## src/rtl/tx_nsym_calc.sv

```systemverilog
// tx_nsym_calc: per-frame OFDM symbol count, pad bits and PPDU airtime.
// Builds the DATA-field bit count (dividend) and data bits per symbol
// (divisor), drives the shared integer divider and post-processes the
// quotient and remainder into nsym / npad / duration.
//
// Handshakes: a request transfers on a rising clk edge where in_valid and
// in_ready are both high; in_ready is high only in IDLE, and in_valid seen
// in any other state is dropped, never queued. div_start is a one-cycle
// pulse with div_x/div_y held until the divider answers; div_valid/div_dbz
// are only looked at in WAIT. out_valid is a one-cycle strobe with no
// backpressure, and out_* hold their value between strobes.
module tx_nsym_calc #(
    parameter int DIV_WIDTH = 16,
    parameter int TIMEOUT   = 2*DIV_WIDTH+8
) (
    input  logic                 clk,
    input  logic                 reset,
    input  logic                 in_valid,
    output logic                 in_ready,
    input  logic [11:0]          in_len,
    input  logic                 in_ht,
    input  logic [3:0]           in_rate,
    output logic                 div_start,
    output logic [DIV_WIDTH-1:0] div_x,
    output logic [DIV_WIDTH-1:0] div_y,
    input  logic                 div_busy,
    input  logic                 div_valid,
    input  logic                 div_dbz,
    input  logic [DIV_WIDTH-1:0] div_q,
    input  logic [DIV_WIDTH-1:0] div_r,
    output logic                 out_valid,
    output logic [15:0]          out_nsym,
    output logic [15:0]          out_npad,
    output logic [15:0]          out_dur_us,
    output logic                 out_err,
    output logic [3:0]           dbg_status   // {div_busy, state}
);

    localparam int CW = $clog2(TIMEOUT+1);

    typedef enum logic [2:0] {
        S_IDLE   = 3'd0,
        S_LOOKUP = 3'd1,
        S_START  = 3'd2,
        S_WAIT   = 3'd3,
        S_POST   = 3'd4,
        S_DONE   = 3'd5
    } state_t;

    state_t                 state_q;
    logic [11:0]            len_q;
    logic                   ht_q;
    logic [3:0]             rate_q;
    logic [8:0]             ndbps_q;
    logic [DIV_WIDTH-1:0]   div_x_q;
    logic [DIV_WIDTH-1:0]   div_y_q;
    logic                   div_start_q;
    logic [CW-1:0]          cnt_q;
    logic [15:0]            q_q;
    logic [15:0]            r_q;
    logic [15:0]            nsym_q;
    logic [15:0]            npad_q;
    logic [15:0]            dur_q;
    logic                   err_q;
    logic                   out_valid_q;

    logic [8:0]             ndbps_d;
    logic [15:0]            bits_d;
    logic [15:0]            nsym_d;
    logic [15:0]            npad_d;
    logic [15:0]            dur_d;

    // Rate lookup and dividend from the captured request; 0 marks an invalid rate.
    always_comb begin
        ndbps_d = 9'd0;
        bits_d  = 16'd22 + {1'b0, len_q, 3'b000};
        if (ht_q) begin
            if (!rate_q[3]) begin
                case (rate_q[2:0])
                    3'd0:    ndbps_d = 9'd26;
                    3'd1:    ndbps_d = 9'd52;
                    3'd2:    ndbps_d = 9'd78;
                    3'd3:    ndbps_d = 9'd104;
                    3'd4:    ndbps_d = 9'd156;
                    3'd5:    ndbps_d = 9'd208;
                    3'd6:    ndbps_d = 9'd234;
                    default: ndbps_d = 9'd260;
                endcase
            end
        end else begin
            case (rate_q)
                4'hB:    ndbps_d = 9'd24;
                4'hF:    ndbps_d = 9'd36;
                4'hA:    ndbps_d = 9'd48;
                4'hE:    ndbps_d = 9'd72;
                4'h9:    ndbps_d = 9'd96;
                4'hD:    ndbps_d = 9'd144;
                4'h8:    ndbps_d = 9'd192;
                4'hC:    ndbps_d = 9'd216;
                default: ndbps_d = 9'd0;
            endcase
        end
    end

    // Quotient/remainder post-processing: round symbols up, pad the remainder out.
    always_comb begin
        nsym_d = q_q + {15'd0, (r_q != 16'd0)};
        npad_d = 16'd0;
        if (r_q != 16'd0) begin
            npad_d = {7'd0, ndbps_q} - r_q;
        end
        dur_d = (ht_q ? 16'd36 : 16'd20) + {nsym_d[13:0], 2'b00};
    end

    // Control FSM with all outputs registered.
    always_ff @(posedge clk) begin
        if (reset) begin
            state_q     <= S_IDLE;
            len_q       <= 12'd0;
            ht_q        <= 1'b0;
            rate_q      <= 4'd0;
            ndbps_q     <= 9'd0;
            div_x_q     <= '0;
            div_y_q     <= '0;
            div_start_q <= 1'b0;
            cnt_q       <= '0;
            q_q         <= 16'd0;
            r_q         <= 16'd0;
            nsym_q      <= 16'd0;
            npad_q      <= 16'd0;
            dur_q       <= 16'd0;
            err_q       <= 1'b0;
            out_valid_q <= 1'b0;
        end else begin
            div_start_q <= 1'b0;
            out_valid_q <= 1'b0;
            case (state_q)
                S_IDLE: begin
                    if (in_valid) begin
                        len_q   <= in_len;
                        ht_q    <= in_ht;
                        rate_q  <= in_rate;
                        state_q <= S_LOOKUP;
                    end
                end
                S_LOOKUP: begin
                    ndbps_q <= ndbps_d;
                    div_x_q <= DIV_WIDTH'(bits_d);
                    div_y_q <= DIV_WIDTH'(ndbps_d);
                    cnt_q   <= '0;
                    if (ndbps_d == 9'd0) begin
                        nsym_q      <= 16'd0;
                        npad_q      <= 16'd0;
                        dur_q       <= 16'd0;
                        err_q       <= 1'b1;
                        out_valid_q <= 1'b1;
                        state_q     <= S_DONE;
                    end else begin
                        div_start_q <= 1'b1;
                        state_q     <= S_START;
                    end
                end
                S_START: begin
                    state_q <= S_WAIT;
                end
                S_WAIT: begin
                    // dbz beats a simultaneous valid.
                    if (div_dbz || (!div_valid && cnt_q == CW'(TIMEOUT))) begin
                        nsym_q      <= 16'd0;
                        npad_q      <= 16'd0;
                        dur_q       <= 16'd0;
                        err_q       <= 1'b1;
                        out_valid_q <= 1'b1;
                        state_q     <= S_DONE;
                    end else if (div_valid) begin
                        q_q     <= div_q[15:0];
                        r_q     <= div_r[15:0];
                        state_q <= S_POST;
                    end else begin
                        cnt_q <= cnt_q + CW'(1);
                    end
                end
                S_POST: begin
                    nsym_q      <= nsym_d;
                    npad_q      <= npad_d;
                    dur_q       <= dur_d;
                    err_q       <= 1'b0;
                    out_valid_q <= 1'b1;
                    state_q     <= S_DONE;
                end
                S_DONE: begin
                    state_q <= S_IDLE;
                end
                default: begin
                    state_q <= S_IDLE;
                end
            endcase
        end
    end

    assign in_ready   = (state_q == S_IDLE);
    assign div_start  = div_start_q;
    assign div_x      = div_x_q;
    assign div_y      = div_y_q;
    assign out_valid  = out_valid_q;
    assign out_nsym   = nsym_q;
    assign out_npad   = npad_q;
    assign out_dur_us = dur_q;
    assign out_err    = err_q;
    // div_busy has no control role; it is surfaced here for observation only.
    assign dbg_status = {div_busy, state_q};

endmodule
```

## config.mk

```make
export PLATFORM = sky130hd
export DESIGN_NAME = tx_nsym_calc
export DESIGN_NICKNAME = d
export VERILOG_FILES = /design/src/rtl/tx_nsym_calc.sv
export SDC_FILE = /design/constraint.sdc
export NUM_CORES = 1
export LEC_CHECK = 0
export CORE_MARGIN = 3
export CORE_UTILIZATION = 51
export CTS_CLUSTER_SIZE = 16
export DETAILED_ROUTE_END_ITERATION = 10
export GPL_ROUTABILITY_DRIVEN = 1
export HOLD_SLACK_MARGIN = 0.15
export PLACE_DENSITY = 0.85
export SLEW_MARGIN = 5
export SYNTH_ARGS = -nofsm -noshare
export SYNTH_HDL_FRONTEND = slang
export SYNTH_SLANG_ARGS = --single-unit
export TNS_END_PERCENT = 30
```

## constraint.sdc

```tcl
create_clock -name clk -period 5.1 [get_ports clk]
set_input_delay 1.275 -clock clk [delete_from_list [all_inputs] [get_ports clk]]
set_output_delay 1.275 -clock clk [all_outputs]
set_load 0.02 [all_outputs]
```

==> flow_summary_export.csv <==
group,metric,value,unit
worst_setup_path,crit_slowest_cell,"or3_1",
cts,cts_tree,"done",
route,drc,0,
final_layout,fin_nets,961,
worst_setup_path,crit_chain,"or3_1 -> or3_1 -> nor2_1 -> and3_1 -> inv_1 -> ha_1 -> ha_1 -> xor2_1 -> ha_1 -> a31o_2 -> a21oi_1 -> a311oi_2 -> a21boi_2 -> nand4_1 -> xnor2_1 -> a22o_1",
worst_setup_path,reg2reg_depth,16,
die,pin_count,143,
sta,fin_crit,4060,ps
route,drt-vias-per-instance,5.39,
placed_design,gp_congestion,0.928,
global_route,antenna_found_initial,0,
die,row_count,40,
sta,slew_headroom,0.224,
route,ant_nets,0,
final_layout,antennaDiodeCount,0,
power_and_ir_drop,irDropWorstVdd,0.365,mV
cts,clk_path_buf_depth,2,
yosys,synth_edf_count,0,
route,wl_per_cell,15.3,um
placed_design,dpl_cell_area,0.00775,mm^2
sta,finalSetupTns,0,ps
power_and_ir_drop,power_density,482,mW/mm^2
worst_setup_path,critPathBufInv,1,
cts,post_cts_buffers,0,
yosys,synth.distinct_cells,71,
die,initial_utilization,0.529,
cts,cts_buffers,17,
global_route,gr-usage-all-layers,0.233,
power_and_ir_drop,intPower,0.00262,W
worst_setup_path,critPathMaxStageDelay,420,ps
cts,ctsResizeCount,0,
final_layout,final_cells,1066,
yosys,syn_area_per_cell,8.28,um^2
worst_setup_path,crit_top_cell,"ha_1",
run_status,status,"complete, no violations",
route,drt-total-wl,16.3,mm
final_layout,final_area,0.00836,mm^2
sta,setup_slack,1040,ps
die,fp.dieArea,0.0141,mm^2
sta,slew_violations,0,
worst_setup_path,cp.required,5410,ps
route,dr.pass1.iters,5,
yosys,ys_seq_area_frac,0.418,
sta,setup-violations-final,0,
route,vias,5750,
global_route,grt_first_pass_wirelength,26.7,mm
power_and_ir_drop,p_leak,3.03,nW
yosys,netlist_instances,781,
global_route,first_global_vias,5618,
power_and_ir_drop,pwr-share-seq,0.328,
cts,root_buffer,"clkbuf_16",
cts,clk_latency,420,ps
power_and_ir_drop,comb_power_share,0.360,
final_layout,area_growth_syn_to_layout,29.4,%
placed_design,io_buffers,129,
worst_setup_path,cp.depth,16,
die,die_y,119,um
hold_path,hold_path_depth,2,
sta,hold_viol,0,
final_layout,fill_cells,1008,
worst_setup_path,path_max_fanout,9,
cts,clk_pin_slew_worst_paths,50,ps
sta,max_clock_freq,246,MHz
power_and_ir_drop,pwr-share-clk,0.311,
yosys,synth_area,0.00646,mm^2
route,drt_iter0_drc,391,
cts,clkSinkCount,135,
worst_setup_path,crit_family,"simple AND/OR/NAND/NOR gates",
power_and_ir_drop,switchingPower,0.00141,W
sta,timing.final.crit_share,0.797,
hold_path,hold_path.class,"reg -> reg",
flow_run,max_cap_violations,0,
worst_setup_path,critPathArrivalTime,4370,ps
worst_setup_path,worstSetupPathType,"reg -> reg",
global_route,overflow,0,
worst_setup_path,start_kind,"flip-flop",
yosys,ys_async_sr_fraction,0,
cts,h-tree-depth,4,
global_route,grt_start_max_net_pins,75,
yosys,ys.flop_type,"dfxtp_1",
placed_design,place_ws,1060,ps
cts,postCtsHoldBufs,0,
yosys,yosys_register_bits,135,
placed_design,place_inst,1034,
sta,rsz0062_at_grt,"false",
die,core-area,0.0122,mm^2
worst_setup_path,worstSetupEndpointType,"flip-flop",
placed_design,hpwl,11.6,mm
die,die-width,119,um
yosys,ys_warn_count,0,
sta,worst_slew_pin_slew,1160,ps
sta,fin_skew,9.61,ps
power_and_ir_drop,sw_frac_of_total,0.351,
final_layout,drive_gt1_frac,0.0601,
-- area by class of cell --
class                      count  area, um^2  area share
sequential                   135        2700       0.323
multi-input combinational    570        3410       0.408
inverter                      28         105      0.0126
clock inverter                 7         116      0.0139
timing repair buffer         133        1320       0.158
tap                          168         210      0.0251
clock buffer                  25         495      0.0592
-- power by group through the flow --
stage | Clock [W] | Sequential (W) | Combinational [W]
floorplan | 0 | 0.00139 | 0.000964
global placement | 0 | 0.00134 | 0.00141
detailed placement | 0 | 0.00134 | 0.00144
CTS | 0.00127 | 0.00132 | 0.00146
global route | 0.00132 | 0.00134 | 0.00161
finish | 0.00125 | 0.00132 | 0.00145
-- synth_stat cells, types with 4 or more instances --
| master | count | area, um^2 |
|---|---|---|
| nor2b_1 | 8 | 50.1 |
| a22o_1 | 14 | 123 |
| nand3_1 | 11 | 55.1 |
| or3_1 | 5 | 31.3 |
| buf_4 | 13 | 97.6 |
| nor2_1 | 83 | 312 |
| ha_1 | 20 | 250 |
| nor3_1 | 15 | 75.1 |
| clkbuf_1 | 33 | 124 |
| o21ai_0 | 8 | 40.0 |
| a21o_1 | 5 | 37.5 |
| a211oi_1 | 18 | 135 |
| xor2_1 | 15 | 131 |
| xnor2_1 | 39 | 342 |
| nand4_1 | 8 | 50.1 |
| nand2_1 | 137 | 514 |
| a22oi_1 | 28 | 210 |
| buf_2 | 9 | 45.0 |
| a21oi_1 | 69 | 345 |
| inv_1 | 28 | 105 |
| dfxtp_1 | 135 | 2700 |
| and2_1 | 4 | 25.0 |
-- path summary, 6_finish.rpt --
kind | from | end | slack (ps)
hold reg to reg | out_err | out_err | 450
setup / recovery | r_q[9] | out_dur_us[15] | 1040
hold / removal | out_err | out_err | 450
setup reg to reg | r_q[9] | out_dur_us[15] | 1040
-- metal layers --
layer,up-vias,track usage,part of all wire
met5,-,0,0
met4,0,0.105,0.029
met3,36,0.0684,0.064
met2,173,0.396,0.49
met1,2668,0.271,0.42
li1,2873,-,-
-- flip-flops by register name, summed over array words and instances (netlist names), named ones only --
name / count
out_npad: 16
rate_q: 4
out_err: 1
out_dur_us: 14
out_nsym: 16
len_q: 12
r_q: 16
ht_q: 1
div_y: 8
out_valid: 1
state_q: 3
div_start: 1
cnt_q: 6
q_q: 16
div_x: 14
-- tightest hold or removal path, stage by stage, from the launching register on --
cell and delay (ps):
dfxtp_1 300, inv_1 50, a211oi_1 50
-- per-stage QoR --
| stage | utilization | hold slack (ps) | total power [W] |
|---|---|---|---|
| 2_1_floorplan | - | 432 | 0.00235 |
| 3_5_place_dp | 0.635 | 447 | 0.00278 |
| 4_1_cts | 0.685 | 454 | 0.00404 |
| 6_report | 0.685 | 453 | 0.00403 |
| 5_1_grt | 0.685 | 471 | 0.00428 |
| 3_3_place_gp | 0.635 | 443 | 0.00275 |
-- kinds of logic after synthesis --
logic type | Yosys count | share of synthesized area
other cells | 1 | 0.000580
buf+inv | 86 | 0.0606
fa+ha+maj | 21 | 0.0418
flops | 135 | 0.418
mux | 3 | 0.00503
simple gates | 297 | 0.204
compound gates | 183 | 0.194
xor+xnor | 55 | 0.0757
-- placed cells by master, fill, tap and decap left out, types with 4 or more instances in the layout --
master / Yosys / layout
nand2_1: 137 / 137
dfxtp_1: 135 / 135
clkdlybuf4s50_1: 0 / 128
nor2_1: 83 / 82
a21oi_1: 69 / 69
xnor2_1: 39 / 39
inv_1: 28 / 28
a22oi_1: 28 / 28
ha_1: 20 / 20
a211oi_1: 18 / 18
clkbuf_16: 0 / 17
xor2_1: 15 / 15
nor3_1: 15 / 14
a22o_1: 14 / 14
nand3_1: 11 / 11
conb_1: 1 / 11
nand4_1: 8 / 8
nor2b_1: 8 / 8
o21ai_0: 8 / 8
or3_1: 5 / 5
a21o_1: 5 / 5
buf_4: 13 / 5
and2_1: 4 / 4
clkbuf_8: 0 / 4
clkbuf_1: 33 / 4
No activity file was read; power rests on OpenSTA's default activity.
